### config.mk
export PLATFORM = sky130hd
export DESIGN_NAME = serial_mag_comparator
export DESIGN_NICKNAME = d
export VERILOG_FILES = /design/src/rtl/serial_mag_comparator.sv
export SDC_FILE = /design/constraint.sdc
export NUM_CORES = 1
export LEC_CHECK = 0
export BUFFER_PORTS_ARGS = -buffer_cell sky130_fd_sc_hd__buf_2
export CORE_UTILIZATION = 45
export DETAILED_ROUTE_END_ITERATION = 10
export GPL_ROUTABILITY_DRIVEN = 0
export GPL_TIMING_DRIVEN = 0
export HOLD_SLACK_MARGIN = 0.06
export MAX_ROUTING_LAYER = met4
export PLACE_DENSITY = 0.69
export SKIP_LAST_GASP = 1
export SLEW_MARGIN = 20
export SYNTH_ARGS = -nofsm -noshare
export SYNTH_HDL_FRONTEND = slang
export SYNTH_SLANG_ARGS = --single-unit
### constraint.sdc
create_clock -name clk -period 1.5 [get_ports clk]
set_input_delay 0.3 -clock clk [delete_from_list [all_inputs] [get_ports clk]]
set_output_delay 0.3 -clock clk [all_outputs]
set_load 0.1 [all_outputs]
### src/rtl/serial_mag_comparator.sv
// rtl/serial_mag_comparator.sv - MSB-first bit-serial unsigned magnitude comparator
//
// Captures a/b on an accepted start, scans one bit pair per clock from the MSB
// and reports the first differing bit as the verdict on registered g/l/e flags.
//
// Ports:
//   clk    - rising-edge clock
//   rst_n  - asynchronous active-low reset
//   start  - compare request, sampled only while idle
//   a, b   - WIDTH-bit unsigned operands, captured on the accept edge
//   busy   - high while scanning or presenting the result
//   done   - one-cycle pulse, result flags valid
//   g/l/e  - a > b / a < b / a == b, held until the next accepted start

module serial_mag_comparator #(
    parameter int WIDTH      = 8,
    parameter bit EARLY_EXIT = 1'b0
) (
    input  logic             clk,
    input  logic             rst_n,
    input  logic             start,
    input  logic [WIDTH-1:0] a,
    input  logic [WIDTH-1:0] b,
    output logic             busy,
    output logic             done,
    output logic             g,
    output logic             l,
    output logic             e
);

    localparam int CW = (WIDTH > 1) ? $clog2(WIDTH) : 1;
    localparam logic [CW-1:0] CNT_LAST = CW'(WIDTH - 1);

    typedef enum logic [1:0] {
        IDLE,
        SHIFT,
        DONE
    } state_t;

    state_t           state;
    logic [WIDTH-1:0] sa;
    logic [WIDTH-1:0] sb;
    logic [CW-1:0]    cnt;

    // The verdict is tracked internally while scanning so that the visible
    // flags stay at zero until the result is final.
    logic gt_seen;
    logic lt_seen;

    logic msb_a;
    logic msb_b;
    logic undecided;
    logic gt_next;
    logic lt_next;

    always_comb begin
        msb_a     = sa[WIDTH-1];
        msb_b     = sb[WIDTH-1];
        undecided = !gt_seen && !lt_seen;
        // Only the first differing bit may set a verdict; later bits are ignored.
        gt_next   = gt_seen | (undecided & msb_a & ~msb_b);
        lt_next   = lt_seen | (undecided & ~msb_a & msb_b);
    end

    always_ff @(posedge clk or negedge rst_n) begin
        if (!rst_n) begin
            state   <= IDLE;
            sa      <= '0;
            sb      <= '0;
            cnt     <= '0;
            gt_seen <= 1'b0;
            lt_seen <= 1'b0;
            busy    <= 1'b0;
            done    <= 1'b0;
            g       <= 1'b0;
            l       <= 1'b0;
            e       <= 1'b0;
        end else begin
            case (state)
                IDLE: begin
                    done <= 1'b0;
                    if (start) begin
                        sa      <= a;
                        sb      <= b;
                        cnt     <= CNT_LAST;
                        gt_seen <= 1'b0;
                        lt_seen <= 1'b0;
                        g       <= 1'b0;
                        l       <= 1'b0;
                        e       <= 1'b0;
                        busy    <= 1'b1;
                        state   <= SHIFT;
                    end
                end

                SHIFT: begin
                    sa      <= sa << 1;
                    sb      <= sb << 1;
                    gt_seen <= gt_next;
                    lt_seen <= lt_next;
                    if ((EARLY_EXIT && (gt_next || lt_next)) || (cnt == '0)) begin
                        g     <= gt_next;
                        l     <= lt_next;
                        e     <= !(gt_next || lt_next);
                        done  <= 1'b1;
                        state <= DONE;
                    end else begin
                        cnt <= cnt - 1'b1;
                    end
                end

                DONE: begin
                    done  <= 1'b0;
                    busy  <= 1'b0;
                    state <= IDLE;
                end

                default: begin
                    done  <= 1'b0;
                    busy  <= 1'b0;
                    state <= IDLE;
                end
            endcase
        end
    end

endmodule

# [Word level (Yosys, flattened, before mapping)]
# Index checks and enable logic that the tools add are counted.
# Widths: inputs -> output; s select.
[word_totals] ff_bits=28 inputBits=19 output_inout_bits=5 elab_cells=61
[classes] addsub=1 n_eq_ne=4 n_mux=23 n_bitwise=9 n_reduce_logical=13
[op_table] op="$pmux 8 s2" n=2
[op_table] op="$mux 8" n=2
[op_table] op="$pmux 1 s2" n=6
[op_table] op="$mux 1" n=7
[op_table] op="$mux 3" n=2
[op_table] op="$ne 2x2->1 const B" n=3
[op_table] op="$pmux 3 s2" n=1
[op_table] op="$reduce_and 2->1" n=3
[op_table] op="$reduce_and 3->1" n=2
[op_table] op="$and 1x1->1" n=4
[op_table] op="$mux 2" n=2
[op_table] op="$pmux 2 s2" n=1
[op_table] op="$logic_not 1->1" n=3
[op_table] op="$logic_not 3->1" n=1
[op_table] op="$not 1->1" n=3
[op_table] op="$sub 3x1->3 const B" n=1
[op_table] op="$eq 2x1->1 const B" n=1
[op_table] op="$logic_not 2->1" n=1
[op_table] op="$or 1x1->1" n=2
[op_table] op="$reduce_bool 2->1" n=1
[op_table] op="$logic_and 1x1->1" n=1
[op_table] op="$logic_or 1x1->1" n=1

# [Depth between registers and ports, before layout]
# Gate-level depths: netlist (run 1).
[depth] ltp_word=9 depth_mapped=6 depth_no_buf=5

# [Worst setup path before layout (run 1)]
# Ideal clock, no wire load.
[synth_path] path_kind="reg2reg" from="reg cnt[0]" to="reg e" setup_time_ns=0.101 arrival_time_ns=1.444 slack_ns=-0.045 path_stages_with_launch=7 n_path_buf=1 period_less_slack_ns=1.545 path_cell_list="dfrtp_1 inv_1 ha_1 nand2b_4 buf_6 or4_4 o311ai_2"
[synth_via] elab_chain_cells=3
[synth_rtl] element="start: declaration" line_no="43" rtl="logic [CW-1:0] cnt;"
[synth_rtl] element="start signal: assignment" line_no="108" rtl="cnt <= cnt - 1'b1;"
[synth_rtl] element="$logic_not 3->1" line_no="101" rtl="if ((EARLY_EXIT && (gt_next || lt_next)) || (cnt == '0)) begin"
[synth_rtl] element="$ne 2x2->1 (no line)"
[synth_rtl] element="$reduce_and 3->1 (no line)"
[synth_rtl] element="end signal: assignment" line_no="104" rtl="e <= !(gt_next || lt_next);"
[synth_rtl] element="end: declaration" line_no="28" rtl="output logic e"
# No other way between the ends.
# A chain may end at the register's enable or synchronous reset.

# [Worst setup path after layout (run 1)]
[layout_path] from="reg g" to="out g"
[layout_rtl] element="start: declaration" line_no="26" rtl="output logic g,"
[layout_rtl] element="start signal: assignment" line_no="102" rtl="g <= gt_next;"
# No word-level cell between the ends.

==> qor.yml, run 1 <==
endpoint_kind: "primary output"
sequential_power_share: 0.358
cts_buffers: 3
global_route_wire_length_before_repair_um: 4780
worst_r2r_startpoint: "cnt[0]"
path_buf_inv: 1
worst_ep_arrival_time_ns: 1.17
worst_path_dominant_cell_family: "buffers and inverters"
slowest_stage: "buf_2"
die_width_um: 56.7
initial_utilization: 0.480
route.antenna.remaining_nets: 0
antenna_found_initial: 0
crit_path_start_kind: "register"
synthCells: 129
cts.root.buffer_cell: "clkbuf_4"
leakage_uw: 0.000810
tritoncts: "built"
power_density_nw_per_um2: 2270
area_growth_from_synthesis_to_layout_pct: 20.6
outcome: "completed"
synth.yosys.seq_area_share: 0.520
hold_path.startpoint: "b[0]"
worst-r2r-setup-slack_ns: 0.05
peakVddDrop_mv: 1.10
switching_power_uw: 1660
timing.final.crit_share: 0.981
fp.coreArea_um2: 2810
drt_pre_antenna_iters: 3
finalClockSkew_ns: 0.00818
worst_path_largest_cell_delay_ns: 0.44
fmax_mhz: 680
maxSlewHeadroom: 0.569
synthesis.yosys.warnings: 0
mappedNetlistNets: 150
max-cap-violations: 0
finalHoldWorstSlack_ns: 0.222
fraction_of_layout_cells_with_a_size_suffix_above_1: 0.298
path_clk_slew_ns: 0.15
clock_path_buffers: 2
synthDominantCellAreaShare: 0.520
grt_start_max_net_pins: 29
p_sw_frac: 0.449
clkSinkCount: 28
worst_pin_slew_ns: 0.646
place_inst: 183
final_nets: 183
synthesis.area_per_instance_um2: 10.4
cp_data_required_time_ns: 1.20
vias_in_the_first_global_route: 1068
rows: 19
worst_hold_path.endpoint: "sb[0]"
hold_path.class: "in2reg"
power.clock.fraction: 0.138
worstReg2RegEnd: "e"
drt_drc_violations_left: 0
final-instance-count-excl-fill: 192
clk_latency_ns: 0.34
reg2reg_depth: 5
port_buffers: 23
synthDominantAreaCellType: "dfrtp_1"
routed-via-count: 1036
die_h_um: 56.7
ys_seq_elements: 28
period_minus_slack_ns: 1.47
diodes: 0
cp_cell_sequence: "buf_2"
cts_max_level: 1
total_global_routing_track_utilization: 0.199
post_synth_main_area_contributors: "dfrtp_1, mux2i_1, a21oi_1"
synth_cell_type_count: 28
cp_max_fo: 3
floorplan.die_area_um2: 3220
combPwrFrac: 0.503
fillers: 246
hold_viol: 0
post_drt_via_cell_ratio: 5.40
cell_internal_pwr_uw: 2030
avgRoutedWirePerCell_um: 14.5
post_synth_instance_area_um2: 1350
worst_setup_path_startpoint: "g"
grt.overflow.total: 0
io-pin-count: 24
finalSetupViolations: 0
detailedRoute.firstIterationViolations: 29
rsz0062_at_grt: "true"
finalMaxSlewViolations: 0
route.final.wire_length_um: 2780
dp_hpwl_um: 1920
hold_depth: 2
worst-setup-path-type: "reg2out"
-- logic make-up (layout without fill, tap and decap cells) --
logic type,Yosys count,after routing,synth area share
DFF,28,28,0.520
and+or+nand+nor,35,35,0.132
xor gates and xnor gates,1,1,0.00650
muxes,16,16,0.119
adders and majority gates,2,2,0.0186
AOI/OAI and AO/OA,31,31,0.142
buffers and inverters,16,48,0.0622
-- cells in the mapped netlist --
cell,n
o21ai_0,3
a31oi_1,1
o21bai_1,1
nor2b_1,2
buf_6,2
dfrtp_1,28
a21oi_1,17
buf_2,4
nand2_1,4
buf_4,1
o31a_1,1
nor2_1,17
o211ai_1,2
or4_4,1
a22oi_1,2
ha_1,2
a32o_1,1
o22ai_1,2
nand2b_4,1
mux2i_1,16
or4_1,1
xor2_1,1
o311ai_2,1
inv_1,8
clkbuf_1,1
and2b_2,1
nand2b_1,4
nand3_1,4
-- flip-flops by register name, summed over array words and instances, names as in the netlist --
signal   cells
gt_seen      1
state        2
cnt          3
l            1
lt_seen      1
sa           8
e            1
busy         1
sb           8
g            1
done         1
-- repair_timing --
action	4_1_cts	5_1_grt
endpoints found under the setup margin	1	6
pin swaps	2	3
hold buffers	1	0
resized for setup	0	7
setup buffers	4	1
hold endpoints to repair	28	0
-- per-layer routing --
metal	track usage	share of wire	vias to the layer above
li1	-	-	508
met1	0.248	0.46	500
met2	0.323	0.49	20
met3	0.0230	0.024	8
met4	0.0929	0.022	0
met5	-	0	-
-- power by group through the flow --
stage / combinational, uW / sequential, uW / clock (uW)
after global placement: 1680 / 1310 / 0
after CTS: 1800 / 1310 / 515
after global routing: 2040 / 1370 / 539
after detailed placement: 1740 / 1330 / 0
final: 1860 / 1320 / 510
after floorplan: 963 / 1730 / 0
-- cell usage in the layout, fill, tap and decap left out --
cell / netlist / final
nand2_1: 4 / 4
nand2b_1: 4 / 4
a31oi_1: 1 / 1
nor2b_1: 2 / 2
inv_2: 0 / 3
a21oi_1: 17 / 17
inv_1: 8 / 5
bufinv_16: 0 / 1
clkbuf_4: 0 / 5
dlygate4sd3_1: 0 / 1
a22oi_1: 2 / 2
dfrtp_1: 28 / 27
o21bai_1: 1 / 1
nand3_1: 4 / 4
nand2b_4: 1 / 1
ha_4: 0 / 2
o211ai_1: 2 / 2
and2b_2: 1 / 1
buf_2: 4 / 25
nor2_1: 17 / 17
o22ai_1: 2 / 2
mux2i_1: 16 / 16
buf_6: 2 / 2
or4_1: 1 / 1
dfrtp_2: 0 / 1
o311ai_2: 1 / 1
or4_4: 1 / 1
clkbuf_1: 1 / 1
o21ai_0: 3 / 3
xor2_1: 1 / 1
a32o_1: 1 / 1
o31a_1: 1 / 1
buf_4: 1 / 5
-- layout make-up --
type	count	area (um2)	share of cell area
Buffer	7	42.5	0.0262
Clock buffer	3	22.5	0.0139
Clock inverter	1	30.0	0.0185
Inverter	8	30.0	0.0185
Multi-Input combinational cell	85	588	0.362
Sequential cell	28	702	0.432
Tap cell	31	38.8	0.0239
Timing Repair Buffer	29	171	0.105
-- through the flow --
step	TNS (ns)	util	instance area [um2]	worst slack, ns	power, uW
after CTS	0	0.569	1600	0.0136	3630
after global routing	-0.0268	0.579	1630	-0.0189	3950
after global placement	-0.00368	0.540	1510	-0.00368	2990
after detailed placement	-0.0454	0.540	1510	-0.0454	3070
after floorplan	0	-	1360	0.0315	2690
final	0	0.579	1630	0.0292	3690
-- how the worst max path moves through the flow --
| stage | endpoint | slack, ns | cells past startpoint |
|---|---|---|---|
| 2_1_floorplan | e | 0.03 | 6 |
| 3_3_place_gp | e | -0.004 | 6 |
| 3_5_place_dp | e | -0.05 | 6 |
| 4_1_cts | e | 0.01 | 1 |
| 5_1_grt | g | -0.02 | 1 |
| 6_report | g | 0.03 | 1 |
(Power assumes the default switching activity.)
==> run 2, diff against run 1 <==
Settings changed: RECOVER_POWER set to 25.
==> qor.yml, run 2 (synthesized netlist as in run 1, its figures left out) <==
finalSetupViolations: 0  # unchanged
maxSlewHeadroom: 0.521  # -0.0488
reg2reg_depth: 5  # unchanged
hold_path.class: "in2reg"
floorplan.die_area_um2: 3220  # unchanged
initial_utilization: 0.480  # unchanged
endpoint_kind: "primary output"
port_buffers: 23  # unchanged
post_drt_via_cell_ratio: 5.40  # unchanged
finalHoldWorstSlack_ns: 0.222  # unchanged
layout_common_cells: "dfrtp_1, buf_2, nor2_1, a21oi_1, mux2i_1"
largest_registers: "sa (8), sb (8), cnt (3)"
routed-via-count: 1036  # unchanged
cts_max_level: 1  # unchanged
timing.final.crit_share: 0.980  # about the same
rows: 19  # unchanged
tritoncts: "built"
hold_path.startpoint: "b[0]"
final-instance-count-excl-fill: 192  # unchanged
io-pin-count: 24  # unchanged
slowest_stage: "buf_2"
fmax_mhz: 680  # about the same
outcome: "completed"
grt.overflow.total: 0  # unchanged
most_common_cell_after_layout_fill_and_taps_aside: "dfrtp_1"
leakage_uw: 0.000810  # about the same
worst-setup-path-type: "reg2out"
area_growth_from_synthesis_to_layout_pct: 20.6  # unchanged
worst_path_dominant_cell_family: "buffers and inverters"
worst_hold_path.endpoint: "sb[0]"
worst-r2r-setup-slack_ns: 0.05  # about the same
place_inst: 183  # unchanged
clock_path_buffers: 2  # unchanged
diodes: 0  # unchanged
vias_in_the_first_global_route: 1068  # unchanged
worst_ep_arrival_time_ns: 1.17  # about the same
hold_viol: 0  # unchanged
cp_cell_sequence: "buf_2"
worst_pin_slew_ns: 0.719  # +0.0732 ns
dp_hpwl_um: 1920  # unchanged
path_buf_inv: 1  # unchanged
final_nets: 183  # unchanged
power_density_nw_per_um2: 2270  # about the same
die_h_um: 56.7  # unchanged
antenna_found_initial: 0  # unchanged
peakVddDrop_mv: 1.10  # about the same
route.final.wire_length_um: 2780  # about the same
path_length_in_cells_of_the_critical_path: 1  # unchanged
avgRoutedWirePerCell_um: 14.5  # about the same
cp_max_fo: 3  # unchanged
route.antenna.remaining_nets: 0  # unchanged
die_width_um: 56.7  # unchanged
crit_path_start_kind: "register"
fraction_of_layout_cells_with_a_size_suffix_above_1: 0.298  # unchanged
detailedRoute.firstIterationViolations: 29  # unchanged
finalClockSkew_ns: 0.00818  # unchanged
drt_drc_violations_left: 0  # unchanged
cp_data_required_time_ns: 1.20  # about the same
worstReg2RegEnd: "e"
hold_depth: 2  # unchanged
clk_latency_ns: 0.34  # about the same
grt_start_max_net_pins: 29  # unchanged
max-cap-violations: 0  # unchanged
fp.coreArea_um2: 2810  # unchanged
worst_path_largest_cell_delay_ns: 0.44  # about the same
drt_pre_antenna_iters: 3  # unchanged
global_route_wire_length_before_repair_um: 4780  # unchanged
period_minus_slack_ns: 1.47  # -0.000406 ns
path_clk_slew_ns: 0.15  # about the same
cts_buffers: 3  # unchanged
worst_r2r_startpoint: "cnt[0]"
clkSinkCount: 28  # unchanged
cts.root.buffer_cell: "clkbuf_4"
finalMaxSlewViolations: 0  # unchanged
rsz0062_at_grt: "true"
total_global_routing_track_utilization: 0.199  # unchanged
==> run 2: per-stage QoR <==
stage | instance area, um2 | setup slack (ns) | setup TNS [ns] | utilization | total power (uW)
2_1_floorplan | 1360 | 0.0315 | 0 | - | 2690
3_3_place_gp | 1510 | -0.00368 | -0.00368 | 0.540 | 2990
3_5_place_dp | 1510 | -0.0454 | -0.0454 | 0.540 | 3070
4_1_cts | 1600 | 0.0136 | 0 | 0.569 | 3630
5_1_grt | 1630 | -0.0189 | -0.0268 | 0.579 | 3950
6_report | 1630 | 0.0296 | 0 | 0.579 | 3690
==> run 2: where the power goes <==
part	switching [uW]	internal [uW]
Combinational	1190	666
Clock	240	271
Sequential	225	1100
==> run 2: repair_timing <==
action	in CTS	in global routing
hold endpoints to repair	28	0
hold buffers	1	0
buffers inserted	4	1
pin swaps	2	3
resized for setup	0	7
endpoints found under the setup margin	1	6
==> run 2: how the worst max path moves through the flow <==
stage                 from  endpoint  slack (ns)
finish                   g         g        0.03
global route             g         g       -0.02
CTS                      e         e        0.01
detailed placement  cnt[0]         e       -0.05
global placement    cnt[0]         e      -0.004
floorplan           cnt[0]         e        0.03
==> run 2: final cells by class <==
type	count	area [um2]
plain buffers	7	42.5
clock buffers	3	22.5
clock inverters	1	30.0
fillers	246	1180
inverters	8	30.0
multi-input cells	85	588
flip-flops and latches	28	702
well taps	31	38.8
repair buffers	29	171
==> run 2: metal layers <==
metal  vias up  wire length, um  share of wire  global-route usage
li1        508                -              -                   -
met1       500             1280           0.46               0.248
met2        20             1370           0.49               0.323
met3         8               66          0.024              0.0230
met4         0               62          0.022              0.0929
met5         -                0              0                   -
